### config.mk
export PLATFORM = sky130hd
export DESIGN_NAME = register_file_flat
export DESIGN_NICKNAME = d
export VERILOG_FILES = /design/src/rtl/register_file_pkg.sv /design/src/rtl/register_file_if.sv /design/src/rtl/register_file_read_port.sv /design/src/rtl/register_file.sv /design/src/flat_wrapper.sv
export SDC_FILE = /design/constraint.sdc
export NUM_CORES = 2
export LEC_CHECK = 0
export CAP_MARGIN = 20
export CORE_UTILIZATION = 38
export CTS_BUF_LIST = sky130_fd_sc_hd__clkbuf_2 sky130_fd_sc_hd__clkbuf_4 sky130_fd_sc_hd__clkbuf_8
export CTS_CLUSTER_DIAMETER = 30
export DETAILED_ROUTE_END_ITERATION = 10
export PLACE_DENSITY = 0.61
export SYNTH_ARGS = -nofsm -noshare
export SYNTH_HDL_FRONTEND = slang
export SYNTH_SLANG_ARGS = --single-unit
export TNS_END_PERCENT = 20
### constraint.sdc
create_clock -name clk -period 5.2 [get_ports clk]
set_clock_uncertainty 0.2 [all_clocks]
set_input_delay 1.04 -clock clk [delete_from_list [all_inputs] [get_ports clk]]
set_output_delay 1.04 -clock clk [all_outputs]
set_load 0.02 [all_outputs]
### src/rtl/register_file_pkg.sv
// Shared pipeline types for the RV32I register file: register ids, data words
// and the hardwired-zero register id.
package register_file_pkg;

  localparam int DATA_WIDTH = 32;
  localparam int ADDR_WIDTH = 5;
  localparam int REG_COUNT  = 2 ** ADDR_WIDTH;

  typedef logic [ADDR_WIDTH-1:0] register_id_t;
  typedef logic [DATA_WIDTH-1:0] data_t;

  localparam register_id_t ZERO_REG = '0;

  function automatic logic is_zero_reg(input register_id_t id);
    return id == ZERO_REG;
  endfunction

endpackage

### src/rtl/register_file_if.sv
// Decode-stage register file bus: stall, read addresses, write-back and
// registered operands. The master drives addresses, the slave returns data.
interface register_file_if
  import register_file_pkg::*;
  ();

  logic         hold;
  register_id_t read1_id;
  register_id_t read2_id;
  logic         write_en;
  register_id_t write_id;
  data_t        write_data;
  data_t        read1_data;
  data_t        read2_data;

  modport master (
    output hold, read1_id, read2_id, write_en, write_id, write_data,
    input  read1_data, read2_data
  );

  modport slave (
    input  hold, read1_id, read2_id, write_en, write_id, write_data,
    output read1_data, read2_data
  );

endinterface

### src/rtl/register_file_read_port.sv
// One registered read port: stall-aware address capture, x0 forcing and
// write-first bypass from the write-back port.
module register_file_read_port
  import register_file_pkg::*;
(
  input  logic         clk,
  input  logic         rst_n,
  input  logic         hold_i,
  input  register_id_t rd_id_i,
  input  logic         write_en_i,
  input  register_id_t write_id_i,
  input  data_t        write_data_i,
  input  data_t        regs_i [REG_COUNT],
  output data_t        rd_data_o
);

  register_id_t cap_q, cap_d;
  register_id_t eff_id;
  data_t        data_q, data_d;

  always_comb begin
    eff_id = hold_i ? cap_q : rd_id_i;
    // Holding re-captures the same id, so the capture register just follows eff_id.
    cap_d  = eff_id;
    if (is_zero_reg(eff_id)) begin
      data_d = '0;
    end else if (write_en_i && (write_id_i == eff_id)) begin
      data_d = write_data_i;
    end else begin
      data_d = regs_i[eff_id];
    end
  end

  always_ff @(posedge clk) begin
    if (!rst_n) begin
      cap_q  <= ZERO_REG;
      data_q <= '0;
    end else begin
      cap_q  <= cap_d;
      data_q <= data_d;
    end
  end

  assign rd_data_o = data_q;

endmodule

### src/rtl/register_file.sv
// RV32I integer register file: 32 x 32-bit array with x0 hardwired to zero,
// one write-back port and two registered, bypassed read ports.
module register_file
  import register_file_pkg::*;
(
  input logic           clk,
  input logic           rst_n,
  register_file_if.slave bus
);

  data_t                regs_q [REG_COUNT];
  logic [REG_COUNT-1:0] wr_hit;

  // x0 never decodes as a write target, so its entry stays at reset value.
  generate
    for (genvar gi = 0; gi < REG_COUNT; gi++) begin : g_wr_decode
      if (gi == 0) begin : g_zero
        assign wr_hit[gi] = 1'b0;
      end else begin : g_reg
        assign wr_hit[gi] = bus.write_en && (bus.write_id == register_id_t'(gi));
      end
    end
  endgenerate

  always_ff @(posedge clk) begin
    if (!rst_n) begin
      for (int i = 0; i < REG_COUNT; i++) begin
        regs_q[i] <= '0;
      end
    end else begin
      for (int i = 0; i < REG_COUNT; i++) begin
        if (wr_hit[i]) begin
          regs_q[i] <= bus.write_data;
        end
      end
    end
  end

  register_file_read_port u_read1 (
    .clk          (clk),
    .rst_n        (rst_n),
    .hold_i       (bus.hold),
    .rd_id_i      (bus.read1_id),
    .write_en_i   (bus.write_en),
    .write_id_i   (bus.write_id),
    .write_data_i (bus.write_data),
    .regs_i       (regs_q),
    .rd_data_o    (bus.read1_data)
  );

  register_file_read_port u_read2 (
    .clk          (clk),
    .rst_n        (rst_n),
    .hold_i       (bus.hold),
    .rd_id_i      (bus.read2_id),
    .write_en_i   (bus.write_en),
    .write_id_i   (bus.write_id),
    .write_data_i (bus.write_data),
    .regs_i       (regs_q),
    .rd_data_o    (bus.read2_data)
  );

endmodule

### src/flat_wrapper.sv
// flat-port wrapper written by rule: the top's interface ports become plain ports
module register_file_flat import register_file_pkg::*;
  (clk, rst_n, bus_hold, bus_read1_id, bus_read2_id, bus_write_en, bus_write_id, bus_write_data, bus_read1_data, bus_read2_data);
  register_file_if bus_i ();
  input logic clk;
  input logic rst_n;
  input wire logic [$bits(bus_i.hold)-1:0] bus_hold;
  input wire logic [$bits(bus_i.read1_id)-1:0] bus_read1_id;
  input wire logic [$bits(bus_i.read2_id)-1:0] bus_read2_id;
  input wire logic [$bits(bus_i.write_en)-1:0] bus_write_en;
  input wire logic [$bits(bus_i.write_id)-1:0] bus_write_id;
  input wire logic [$bits(bus_i.write_data)-1:0] bus_write_data;
  output wire logic [$bits(bus_i.read1_data)-1:0] bus_read1_data;
  output wire logic [$bits(bus_i.read2_data)-1:0] bus_read2_data;
  assign bus_i.hold = bus_hold;
  assign bus_i.read1_id = bus_read1_id;
  assign bus_i.read2_id = bus_read2_id;
  assign bus_i.write_en = bus_write_en;
  assign bus_i.write_id = bus_write_id;
  assign bus_i.write_data = bus_write_data;
  assign bus_read1_data = bus_i.read1_data;
  assign bus_read2_data = bus_i.read2_data;
  register_file u_core (.clk(clk), .rst_n(rst_n), .bus(bus_i));
endmodule
* Word-level counts from Yosys, hierarchy flattened
Index checks and enable logic that the tools add are counted.
** Word-level totals
- Register bits :: 1066
- Output and inout bits :: 64
- Logic and storage cells :: 120
** Cells by class
- Eq/ne operators :: 33
- Order comparisons :: 2
- Reduce and logical (&&, ||, !) cells :: 37
- Bitwise operators :: 3
- Multiplexer cells :: 10
** Operator list (count)
- 32-bit binary-select mux with 5-bit select :: 2
- 32-bit 2-to-1 mux :: 6
- 5-bit equality test, second input constant :: 16
- 5-bit by 4-bit equality test with 1-bit output, second input constant :: 8
- 1-bit logical AND :: 33
- 5-bit by 3-bit equality test with 1-bit output, second input constant :: 4
- 6-bit >= comparator, second input constant :: 2
- 5-bit NOT with 6-bit output :: 2
- 5-bit by 2-bit equality test with 1-bit output, second input constant :: 2
- 5-bit equality test :: 2
- 5-bit zero test :: 2
- 5-bit 2-to-1 mux :: 2
- 5-bit by 1-bit equality test with 1-bit output, second input constant :: 1
- 2-bit OR reduction :: 2
- 1-bit NOT :: 1

* Logic depth before layout (Yosys ltp)
- Depth in word-level cells :: 6
- Gate-level depth with buffers :: 12

* By module
Synthesis repeated with hierarchy kept, for this count alone.
** Unflattened totals
- Cell total of the unflattened synthesis :: 8455
- Area, all modules :: 62033.2 um^2
** By module, submodules not included
- register_file :: sequential area each 19859.0 um^2, area each 35192.5 um^2, times used 1, cells an instance 3369
- register_file_read_port :: sequential area each 740.7 um^2, area each 13420.4 um^2, times used 2, cells an instance 2543

* Worst setup path before layout
No wires, ideal clock.
- Kind :: input-to-reg
- From :: in bus_hold
- To :: reg u_core.u_read2.data_q[30] (netlist: u_core.u_read2.rd_data_o[30])
- Library setup time :: 0.117 ns
- Data required time :: 4.883 ns
- Path slack :: 1.690 ns
- Path buffers :: 3
- Arrival :: 3.193 ns
- Stages on the path :: 8
- Cell sequence :: buf_6 > mux2i_1 > buf_2 > buf_2 > mux4_2 > a221oi_1 > o21ai_0 > a32o_1
** Between the ends
- Word-level cells in the longest chain between the ends :: 6
- Elaborated cells on any way between the ends :: 10
** RTL lines
- start: declaration :: RTL line flat_wrapper.sv:7 : input wire logic [$bits(bus_i.hold)-1:0] bus_hold;
- 5-bit 2-to-1 mux (*) :: RTL line register_file_read_port.sv:22 : eff_id = hold_i ? cap_q : rd_id_i;
- 5-bit NOT with 6-bit output (not written as such) :: RTL line register_file_read_port.sv:30 : data_d = regs_i[eff_id];
- 32-bit binary-select mux with 5-bit select :: RTL line register_file_read_port.sv:30
- 32-bit 2-to-1 mux (not written as such) (2 in series) :: RTL line register_file_read_port.sv:30
- 32-bit 2-to-1 mux :: RTL line register_file_read_port.sv:27 : end else if (write_en_i && (write_id_i == eff_id)) begin
- end signal: assignment :: RTL line register_file_read_port.sv:40 : data_q <= data_d;
- end: declaration :: RTL line register_file_read_port.sv:19 : data_t data_q, data_d;
Mark *: on every way between the ends. The rest lies on a longest branch, timed or not. The select of a mux whose other input is x is not followed.
A chain may end at the register's enable or synchronous reset.

* Final worst setup path
- From :: in bus_read1_id[0]
- To :: reg u_core.u_read1.data_q[25] (netlist: u_core.u_read1.rd_data_o[25])
** Between the ends
- Word-level cells in the longest chain between the ends :: 6
- Elaborated cells on any way between the ends :: 10
** RTL lines
- start: declaration :: RTL line flat_wrapper.sv:8 : input wire logic [$bits(bus_i.read1_id)-1:0] bus_read1_id;
- 5-bit 2-to-1 mux (*) :: RTL line register_file_read_port.sv:22
- 5-bit NOT with 6-bit output (not written as such) :: RTL line register_file_read_port.sv:30
- 32-bit binary-select mux with 5-bit select :: RTL line register_file_read_port.sv:30
- 32-bit 2-to-1 mux (not written as such) (2 in series) :: RTL line register_file_read_port.sv:30
- 32-bit 2-to-1 mux :: RTL line register_file_read_port.sv:27
- end signal: assignment :: RTL line register_file_read_port.sv:40
- end: declaration :: RTL line register_file_read_port.sv:19
Marked as above.

==> impl_metrics.toml <==
[cts]
clock-sinks = 1066
h-tree-depth = 4
cts.repair.resized = 0
root_buffer = "clkbuf_8"
cts_hold_buf = 0
clkLatencyLatePin_ps = 970
cts_buffer_depth = 3
clkSlewWorstSetupHoldPaths_ps = 60
cts_tree = "yes"
cts_setup_buffers = 0
numCtsBuffers = 236

[pwr]
combinationalPowerShare_pct = 11.5
p_int_mw = 16.28
power_frac_clock_pct = 51.2
p_sw_mw = 6.226
ir_worst_vdd_mv = 0.2312
leakagePower_nw = 20.86
power_frac_seq_pct = 37.3
p_per_area_nw_per_um2 = 344.9
power.switching_fraction_pct = 27.67

[worst_setup_path]
critPathMaxStageDelay_ps = 760
path_class = "in -> reg"
slowest_stage = "o21ai_0"
critPathMaxFanout = 41
rrSetupSlack_ps = 1690
cp.required_ps = 5900
arrival_ps = 4450
r2r-start = "u_core.u_read1.cap_q[0]"
startpoint_type = "input port"
end_kind = "flop"
rr_worst_depth = 9
path_common_cell = "buf_4"
r2r_end = "u_core.u_read1.rd_data_o[25]"
cp_cell_sequence = "clkdlybuf4s50_1 -> mux2_8 -> buf_12 -> buf_4 -> buf_4 -> nand2_1 -> nand3_1 -> a21oi_1 -> o21ai_0 -> a32o_1"

[finish]
layout-drive-gt1-share_pct = 12.78
multi_input_area_sq_um = 32070
finish.utilization_pct = 44.77
syn_to_final_growth_pct = 16.75
nNetsFinal = 7269
fill_cells = 14130
regArea_sq_um = 21340
fin_cells = 9339

[yosys]
synthArstFlopShare_pct = 0
syn-num-nets = 7433
postSynthAreaPerCell_sq_um = 7.571
synthMostInstantiatedCell = "nand2_1"
syn_inst = 7382
yosys.area.top_type_share_pct = 38.18
syn_area_sq_um = 55890
synthFlopType = "dfxtp_1"
synth-compound-area-share_pct = 18.88
ys_warn_count = 0
ys_ff_latch = 1066
synth_commonest_cells = "nand2_1, dfxtp_1, a21boi_0"
seq_area_frac_synth_pct = 38.18
synth_area_leader_cell = "dfxtp_1"
yosys.area_share.simple_pct = 27.99
synth_edf_count = 0
yosysUniqueCellTypes = 44
synth_adder_area_share_pct = 0
synth_xor_area_share_pct = 0.1567
synth_top_family_by_area = "simple AND/OR/NAND/NOR gates"
synthMuxAreaShare_pct = 9.362
synth.area.top_cells = "dfxtp_1, nand2_1, a21boi_0, mux4_2, nand3_1"

[placement]
port_buffers = 114
gp_congestion = 0.9360
dp_cells = 8895
hpwl_microns = 140700
post-place-ws_ps = 532.3

[run_status]
status = "completed"

[floorplanning]
io_pins = 115
core_area_sq_um = 145700
die_w_microns = 385.5
dieArea_sq_um = 148600
rows = 140
die_h_microns = 385.5
initial_core_util_pct = 38.35

[hold_path]
hold_class = "reg -> reg"
min-delay-start = "u_core.regs_q[128]"
hold_depth = 2
min_to = "u_core.regs_q[128]"

[global_route]
grt_usage_pct = 31.38
grt_antenna_before_repair = 6
grt_pass1_wl_microns = 349400
grt_pass1_vias = 52210
grt_max_degree = 212
grt-ovfl-total = 0

[routing]
drt_pass1_iterations = 7
wl_per_cell_microns = 25.67
routed_via_density = 6.043
vias = 56430
detail-route-antenna-nets = 0
routed_wl_microns = 239700
drc = 0
drt_iter0_markers = 8444

[timing]
fin_crit_sh_pct = 72.11
finalSetupTns_ps = 0
maxSlewHeadroom_pct = 29.76
worst_slew_pin_slew_ps = 1054
final_hold_viol_count = 0
setup_viol = 0
rsz0062_at_grt = "false"
max_freq_mhz = 266.7
slew_violations = 0
fin_crit_ps = 3750
whs_ps = 278.5
layout_setup_ws_ps = 1450

[run]
maxCapViolations = 0
metal layers:
metal  global-route usage, %  up-vias  routed length (microns)
li1                        -    24690                        -
met1                   40.95    26910                    93460
met2                   45.79     4031                   101300
met3                   8.623      800                    29800
met4                   19.20        8                    15030
met5                  0.1949        -                       79
worst max-delay path by stage:
stage | slack (ps) | end | cells past startpoint | startpoint
final | 1450 | u_core.u_read1.rd_data_o[25] | 10 | bus_read1_id[0]
after global routing | 1470 | u_core.u_read2.rd_data_o[0] | 9 | bus_hold
after CTS | 1550 | u_core.u_read2.rd_data_o[0] | 9 | bus_hold
after detailed placement | 530 | u_core.u_read2.rd_data_o[0] | 9 | bus_hold
after global placement | 600 | u_core.u_read1.rd_data_o[25] | 10 | bus_read1_id[0]
after floorplan | 1690 | u_core.u_read2.rd_data_o[30] | 8 | bus_hold
cell type report:
class	instances	share of cell area [%]
sequential	1066	32.71
timing repair buffer	346	5.396
tap	1917	3.676
clock inverter	108	2.466
inverter	6	0.03452
clock buffer	329	6.556
multi-input combinational	5562	49.15
antenna	5	0.01918
cell usage in the layout, fill, tap and decap left out, drive strengths merged, types with 2 or more instances in the layout:
| cell type | Yosys | layout |
|---|---|---|
| nor2b | 5 | 5 |
| o2bb2ai | 64 | 64 |
| a21oi | 64 | 64 |
| clkbuf | 602 | 330 |
| nor3b | 2 | 2 |
| dfxtp | 1066 | 1066 |
| or3 | 2 | 2 |
| nor2 | 28 | 28 |
| mux4 | 192 | 192 |
| a221oi | 127 | 127 |
| o32ai | 7 | 7 |
| mux2i | 82 | 82 |
| and2 | 11 | 11 |
| nand2b | 10 | 10 |
| diode | 0 | 5 |
| a21boi | 992 | 992 |
| nand3 | 761 | 761 |
| nand4 | 2 | 2 |
| or2 | 3 | 3 |
| mux2 | 6 | 6 |
| a32o | 64 | 64 |
| nor3 | 14 | 14 |
| clkinv | 0 | 39 |
| o22ai | 2 | 2 |
| o21ai | 65 | 65 |
| clkinvlp | 0 | 23 |
| inv | 6 | 14 |
| bufinv | 0 | 38 |
| nand2 | 3039 | 3039 |
| buf | 146 | 233 |
| xnor2 | 10 | 10 |
| clkdlybuf4s50 | 0 | 112 |
| nor4 | 3 | 3 |
power groups by stage:
stage / Combinational [mW] / Clock, mW / Sequential [mW]
floorplan: 1.36 / 0 / 8.55
global route: 2.64 / 12.0 / 8.40
finish: 2.59 / 11.5 / 8.40
global placement: 2.47 / 0 / 8.57
CTS: 2.49 / 11.6 / 8.39
detailed placement: 2.49 / 0 / 8.56
state kept, by name, indices dropped and copies added, names as in the netlist:
| signal | cells |
|---|---|
| u_core.u_read1.rd_data_o | 32 |
| u_core.u_read1.cap_q | 5 |
| u_core.regs_q | 992 |
| u_core.u_read2.cap_q | 5 |
| u_core.u_read2.rd_data_o | 32 |
metrics by stage:
| step | cell area, sq um | power [mW] |
|---|---|---|
| floorplan | 55890 | 9.908 |
| global placement | 59300 | 11.04 |
| detailed placement | 59320 | 11.05 |
| CTS | 65210 | 22.46 |
| global route | 65250 | 23.03 |
| finish | 65250 | 22.50 |
cells by family (layout without fill, tap and decap cells):
group / after synthesis / count (layout)
simple gates: 3880 / 3880
xor+xnor: 10 / 10
flops: 1066 / 1066
mux: 280 / 280
buf+inv: 754 / 789
compound gates: 1392 / 1392
other cells: 0 / 5
critical path: cells and delay by family:
family	cells	cell delay [ps]
AO/OA/AOI/OAI	3	1190
buffers and inverters	4	1430
multiplexers	1	550
AND/OR/NAND/NOR	2	160
(Power assumes the default switching activity.)
